### src/rtl/eval_seq_pkg.sv
// eval_seq_pkg: shared state, job and result types for eval_sequencer
`ifndef BOARD_WIDTH
`define BOARD_WIDTH 64
`endif
package eval_seq_pkg;
  localparam int BOARD_W = `BOARD_WIDTH;
  localparam int EVAL_W = 24;
  localparam int TAG_W = 8;
  typedef enum logic [2:0] {S_IDLE, S_ATTACK, S_EVAL, S_CLEAR, S_OUT} state_e;
  typedef struct packed {
    logic [BOARD_W-1:0] board;
    logic white_to_move;
    logic [3:0] castle_mask;
    logic [TAG_W-1:0] tag;
  } job_t;
  typedef struct packed {
    logic signed [EVAL_W-1:0] eval;
    logic insufficient;
    logic timeout;
    logic [TAG_W-1:0] tag;
  } result_t;
endpackage

### src/rtl/eval_seq_fifo.sv
// eval_seq_fifo: synchronous job queue with full/empty flags and no write bypass
module eval_seq_fifo
  import eval_seq_pkg::*;
#(
  parameter int W = 8,
  parameter int DEPTH = 4
) (
  input  logic         clk,
  input  logic         reset_n,
  input  logic         push,
  input  logic [W-1:0] din,
  input  logic         pop,
  output logic [W-1:0] dout,
  output logic         full,
  output logic         empty
);
  localparam int AW = $clog2(DEPTH);
  logic [W-1:0] mem [DEPTH];
  logic [AW:0] wp, rp;
  assign empty = wp == rp;
  assign full = wp[AW] != rp[AW] && wp[AW-1:0] == rp[AW-1:0];
  assign dout = mem[rp[AW-1:0]];
  always_ff @(posedge clk or negedge reset_n)
    if (!reset_n) begin
      wp <= '0;
      rp <= '0;
    end else begin
      if (push && !full) wp <= wp + 1'b1;
      if (pop && !empty) rp <= rp + 1'b1;
    end
  always_ff @(posedge clk)
    if (push && !full) mem[wp[AW-1:0]] <= din;
endmodule

### src/rtl/eval_sequencer.sv
// eval_sequencer: queued attack-then-evaluate sequencer with handshaked results.
// EVAL_SEQ_TIMEOUT_EN adds a per-phase watchdog that forces a timed-out result.
`ifndef BOARD_WIDTH
`define BOARD_WIDTH 64
`endif
module eval_sequencer
  import eval_seq_pkg::*;
#(
  parameter int EVAL_WIDTH = 24,
  parameter int BOARD_WIDTH = `BOARD_WIDTH,
  parameter int FIFO_DEPTH = 4,
  parameter int TAG_WIDTH = 8,
  parameter int TIMEOUT_CYCLES = 1024
) (
  input  logic                   clk,
  input  logic                   reset_n,
  input  logic                   in_valid,
  output logic                   in_ready,
  input  logic [BOARD_WIDTH-1:0] in_board,
  input  logic                   in_white_to_move,
  input  logic [3:0]             in_castle_mask,
  input  logic [TAG_WIDTH-1:0]   in_tag,
  output logic [BOARD_WIDTH-1:0] job_board,
  output logic                   job_white_to_move,
  output logic [3:0]             job_castle_mask,
  output logic                   attack_board_valid,
  output logic                   clear_attack,
  input  logic                   is_attacking_done,
  output logic                   eval_board_valid,
  input  logic                   eval_valid,
  input  logic [EVAL_WIDTH-1:0]  eval,
  input  logic                   insufficient_material,
  output logic                   out_valid,
  input  logic                   out_ready,
  output logic [EVAL_WIDTH-1:0]  out_eval,
  output logic [TAG_WIDTH-1:0]   out_tag,
  output logic                   out_insufficient,
  output logic                   out_timeout,
  output logic                   busy,
  output logic [31:0]            jobs_done
);
  localparam int JW = BOARD_WIDTH + 5 + TAG_WIDTH;
  state_e state, nxt;
  logic full, empty, pop, eval_ok, to, cap;
  logic [JW-1:0] head;
  logic [TAG_WIDTH-1:0] job_tag;
  assign in_ready = !full;
  assign pop = state == S_IDLE && !empty;
  assign busy = state != S_IDLE || !empty;
  assign attack_board_valid = state == S_ATTACK || state == S_EVAL;
  assign clear_attack = state == S_CLEAR;
  assign out_valid = state == S_OUT;
  // a score arriving alongside the eval_board_valid pulse belongs to no request yet
  assign eval_ok = state == S_EVAL && eval_valid && !eval_board_valid;
  assign cap = eval_ok || (to && nxt == S_CLEAR);
  eval_seq_fifo #(.W(JW), .DEPTH(FIFO_DEPTH)) u_fifo (
    .clk, .reset_n,
    .push(in_valid && in_ready),
    .din({in_board, in_white_to_move, in_castle_mask, in_tag}),
    .pop, .dout(head), .full, .empty
  );
`ifdef EVAL_SEQ_TIMEOUT_EN
  localparam int WD_W = $clog2(TIMEOUT_CYCLES);
  logic [WD_W-1:0] wd;
  assign to = attack_board_valid && wd == WD_W'(TIMEOUT_CYCLES - 1);
  always_ff @(posedge clk or negedge reset_n)
    if (!reset_n) begin
      wd <= '0;
      out_timeout <= 1'b0;
    end else begin
      wd <= nxt != state ? '0 : wd + 1'b1;
      if (cap) out_timeout <= !eval_ok;
    end
`else
  assign to = 1'b0;
  assign out_timeout = 1'b0;
`endif
  always_comb begin
    nxt = state;
    unique case (state)
      S_IDLE:   nxt = empty ? S_IDLE : S_ATTACK;
      S_ATTACK: nxt = is_attacking_done ? S_EVAL : to ? S_CLEAR : S_ATTACK;
      S_EVAL:   nxt = eval_ok || to ? S_CLEAR : S_EVAL;
      S_CLEAR:  nxt = S_OUT;
      S_OUT:    nxt = out_ready ? S_IDLE : S_OUT;
      default:  nxt = S_IDLE;
    endcase
  end
  always_ff @(posedge clk or negedge reset_n)
    if (!reset_n) state <= S_IDLE;
    else state <= nxt;
  always_ff @(posedge clk or negedge reset_n)
    if (!reset_n) begin
      job_board <= '0;
      job_white_to_move <= 1'b0;
      job_castle_mask <= '0;
      job_tag <= '0;
      eval_board_valid <= 1'b0;
      out_eval <= '0;
      out_tag <= '0;
      out_insufficient <= 1'b0;
      jobs_done <= '0;
    end else begin
      eval_board_valid <= state == S_ATTACK && is_attacking_done;
      if (pop) {job_board, job_white_to_move, job_castle_mask, job_tag} <= head;
      if (cap) begin
        out_eval <= eval_ok ? eval : '0;
        out_insufficient <= eval_ok && insufficient_material;
        out_tag <= job_tag;
      end
      if (state == S_OUT && out_ready) jobs_done <= jobs_done + 32'd1;
    end
endmodule

### config.mk
export PLATFORM = sky130hd
export DESIGN_NAME = eval_sequencer
export DESIGN_NICKNAME = d
export VERILOG_FILES = /design/src/rtl/eval_seq_pkg.sv /design/src/rtl/eval_seq_fifo.sv /design/src/rtl/eval_sequencer.sv
export SDC_FILE = /design/constraint.sdc
export NUM_CORES = 1
export LEC_CHECK = 0
export ABC_AREA = 1
export CAP_MARGIN = 20
export CORE_ASPECT_RATIO = 0.7
export CORE_UTILIZATION = 40
export CTS_BUF_LIST = sky130_fd_sc_hd__clkbuf_16
export DETAILED_ROUTE_END_ITERATION = 16
export GPL_TIMING_DRIVEN = 0
export PLACE_DENSITY_LB_ADDON = 0.05
export SETUP_SLACK_MARGIN = 0.2
export SYNTH_ARGS = -nofsm -noshare
export SYNTH_HDL_FRONTEND = slang
export SYNTH_SLANG_ARGS = --single-unit
### constraint.sdc
create_clock -name clk -period 4.7 [get_ports clk]
set_input_delay 0.47 -clock clk [delete_from_list [all_inputs] [get_ports clk]]
set_output_delay 0.47 -clock clk [all_outputs]
set_load 0.01 [all_outputs]
==> impl_metrics.env <==
export IMPL_grt_max_degree=115
export IMPL_gr_usage_all_layers_pct=20.42
export IMPL_avgSynthCellArea_um2=11.89
export IMPL_post_route_period_util_pct=65.67
export IMPL_cts_clk_slew_worst_paths_ps=60
export IMPL_netlist_area_um2=17760
export IMPL_antenna_found_initial=3
export IMPL_startpoint="u_fifo.rp[1]"
export IMPL_synth_top_family_by_area="simple AND/OR/NAND/NOR gates"
export IMPL_vias=12000
export IMPL_cts_buffers=46
export IMPL_cp_start_kind="flip-flop"
export IMPL_overflow=0
export IMPL_wirelength_mm=46.06
export IMPL_row_count=64
export IMPL_slew_violations=0
export IMPL_p_leak_nw=8.811
export IMPL_critPathKind="reg -> reg"
export IMPL_reg2reg_depth=7
export IMPL_clk_latency_ps=570
export IMPL_wl_per_cell_um=18.90
export IMPL_clock_sinks=460
export IMPL_root_buffer="clkbuf_16"
export IMPL_cts_tree="built"
export IMPL_initial_utilization_pct=40.61
export IMPL_synth_seq_area_share_pct=73.51
export IMPL_ys_ff_latch=460
export IMPL_drt_pass1_iterations=5
export IMPL_status="completed"
export IMPL_rsz0062_at_grt="false"
export IMPL_crit_required_ps=4960
export IMPL_synth_area_mux_share_pct=0
export IMPL_tightest_slew_ps=832.3
export IMPL_synthesis_nets=1607
export IMPL_hold_class="in -> async"
export IMPL_slew_headroom_pct=44.38
export IMPL_drive_above_1_share_pct=6.735
export IMPL_timing_hold_ws_ps=386.1
export IMPL_synth_compound_area_share_pct=8.463
export IMPL_drt_iter0_drc=793
export IMPL_synth_fa_ha_area_share_pct=0.4228
export IMPL_die_area_um2=45250
export IMPL_fin_crit_ps=3086
export IMPL_drc=0
export IMPL_grt_pass1_wl_mm=69.69
export IMPL_dieWidth_um=253.8
export IMPL_core_area_um2=43720
export IMPL_area_growth_synth_to_final_pct=28.76
export IMPL_power_density_nw_per_um2=661.2
export IMPL_maxCapViolations=0
export IMPL_hold_viol=0
export IMPL_htreeDepth=2
export IMPL_cts_buffer_depth=3
export IMPL_fmax_ghz=0.3240
export IMPL_yosys_area_share_simple_pct=12.45
export IMPL_reg2reg_slack_ps=1610
export IMPL_path_max_fanout=25
export IMPL_crit_reg2reg_capture="u_fifo.mem[3][23]"
export IMPL_p_total_mw=15.12
export IMPL_die_h_um=178.3
export IMPL_numPortBuffers=247
export IMPL_fin_nets=1917
export IMPL_r2r_start="u_fifo.rp[1]"
export IMPL_io_pins=249
export IMPL_synthCells=1493
export IMPL_dp_hpwl_mm=30.37
export IMPL_place_congestion=0.8179
export IMPL_cts_resized=0
export IMPL_ant_nets=0
export IMPL_ys_warn_count=0
export IMPL_yosys_area_share_xor_xnor_pct=1.473
export IMPL_finalSetupViolCount=0
export IMPL_cts_setup_buffers=0
export IMPL_synthDistinctLibCells=27
export IMPL_worstPathArrival_ps=3340
export IMPL_vdd_drop_max_uv=310.7
export IMPL_first_global_vias=11700
export IMPL_fin_skew_ps=21.30
export IMPL_avgViaCountPerCell=4.925
export IMPL_end_kind="flip-flop"
-- worst max path at each step --
| stage | end | cells after the start |
|---|---|---|
| after floorplan | u_fifo.mem[0][0] | 5 |
| after global placement | job_board[15] | 1 |
| after detailed placement | u_fifo.mem[3][47] | 7 |
| after CTS | u_fifo.mem[3][23] | 7 |
| after global routing | u_fifo.mem[3][31] | 7 |
| final | u_fifo.mem[3][23] | 7 |
-- placed cells by master (no fill, tap or decap), types with 7 or more instances in the layout --
| master | count |
|---|---|
| nor2_1 | 195 |
| xor2_1 | 12 |
| nand3_1 | 15 |
| clkinv_2 | 7 |
| nor3_1 | 9 |
| dfrtp_1 | 152 |
| inv_1 | 83 |
| buf_2 | 23 |
| edfxtp_1 | 308 |
| buf_16 | 7 |
| clkinv_1 | 8 |
| clkdlybuf4s50_1 | 246 |
| clkbuf_1 | 41 |
| nand4_1 | 10 |
| nand2_1 | 331 |
| o21ai_1 | 10 |
| o21ai_0 | 191 |
| o22ai_1 | 77 |
| xnor2_1 | 16 |
| clkbuf_16 | 46 |
| buf_12 | 7 |
-- layout make-up --
cell class	instances	area, um2
Antenna cell	2	5.005
Buffer	76	379.1
Clock buffer	46	1151
Clock inverter	40	357.8
Fill cell	3899	20860
Inverter	72	270.3
Multi-Input combinational cell	885	4084
Sequential cell	460	13050
Tap cell	594	743.2
Timing Repair Buffer	262	2820
-- what timing repair did --
| item | in CTS | in global routing |
|---|---|---|
| hold buffers | 1 | 0 |
| endpoints found under the setup margin | 0 | 0 |
| endpoints found under the hold margin | 38 | 0 |
-- synthesized netlist by cell type --
cell type	instances	area (um2)
buf_2	23	115.1
buf_4	5	37.54
buf_6	6	67.56
clkbuf_1	41	153.9
clkbuf_2	1	5.000
conb_1	1	3.750
dfrtp_1	152	3804
edfxtp_1	308	9249
ha_1	6	75.07
inv_1	71	266.5
inv_2	1	3.750
nand2_1	331	1242
nand3_1	15	75.07
nand3_2	1	10.01
nand3b_1	3	22.52
nand4_1	10	62.56
nor2_1	199	747.0
nor2_2	1	6.260
nor3_1	9	45.04
o211ai_1	1	7.510
o21ai_0	191	955.9
o21ai_1	10	50.05
o21bai_1	1	7.510
o22ai_1	77	481.7
xnor2_1	16	140.1
xnor2_2	1	16.27
xor2_1	12	105.1
-- power by group --
| part | leakage [nW] | internal [mW] | switching [mW] | total (mW) |
|---|---|---|---|---|
| Sequential | 4.75 | 5.51 | 0.414 | 5.93 |
| Clock | 0.778 | 2.12 | 1.56 | 3.68 |
| Combinational | 3.29 | 2.11 | 3.39 | 5.50 |
| Total | 8.81 | 9.74 | 5.37 | 15.1 |
-- flip-flops by register name, summed over array words and instances, names as in the netlist --
signal and cells:
u_fifo.mem 308, job_board 64, jobs_done 32, out_eval 24, job_tag 8, out_tag 8, job_castle_mask 4, state 3
u_fifo.rp 3, u_fifo.wp 3, eval_board_valid 1, job_white_to_move 1, out_insufficient 1
-- metrics by stage --
stage | instances | utilization [%] | cell area (um2) | setup slack, ps | TNS (ps)
after floorplan | 1493 | - | 17760 | -85.71 | -26400
after global placement | 2334 | 47.97 | 20970 | -3604 | -1528790
after detailed placement | 2348 | 48.81 | 21340 | 1539 | 0
after CTS | 2435 | 52.28 | 22860 | 1515 | 0
after global routing | 2436 | 52.29 | 22860 | 1441 | 0
final | 2437 | 52.29 | 22860 | 1614 | 0
-- kinds of logic after synthesis --
logic type / Yosys count
buf+inv: 148
xor+xnor: 29
compound gates: 280
flops: 460
fa+ha+maj: 6
other cells: 1
simple gates: 569
-- critical path: stages (launching register included) --
cell      delay (ps)
dfrtp_1          670
xnor2_1          180
nand3b_1         170
nand2_1          310
nor2_4           740
buf_12           280
buf_16           190
buf_12           210
-- metal layers --
layer,track usage (%),vias to the layer above,share of wire [%]
li1,-,5768,-
met1,29.57,5846,47
met2,31.85,315,45
met3,3.604,71,5.8
met4,5.196,2,1.8
met5,0,-,0.026
(Power assumes the default switching activity.)
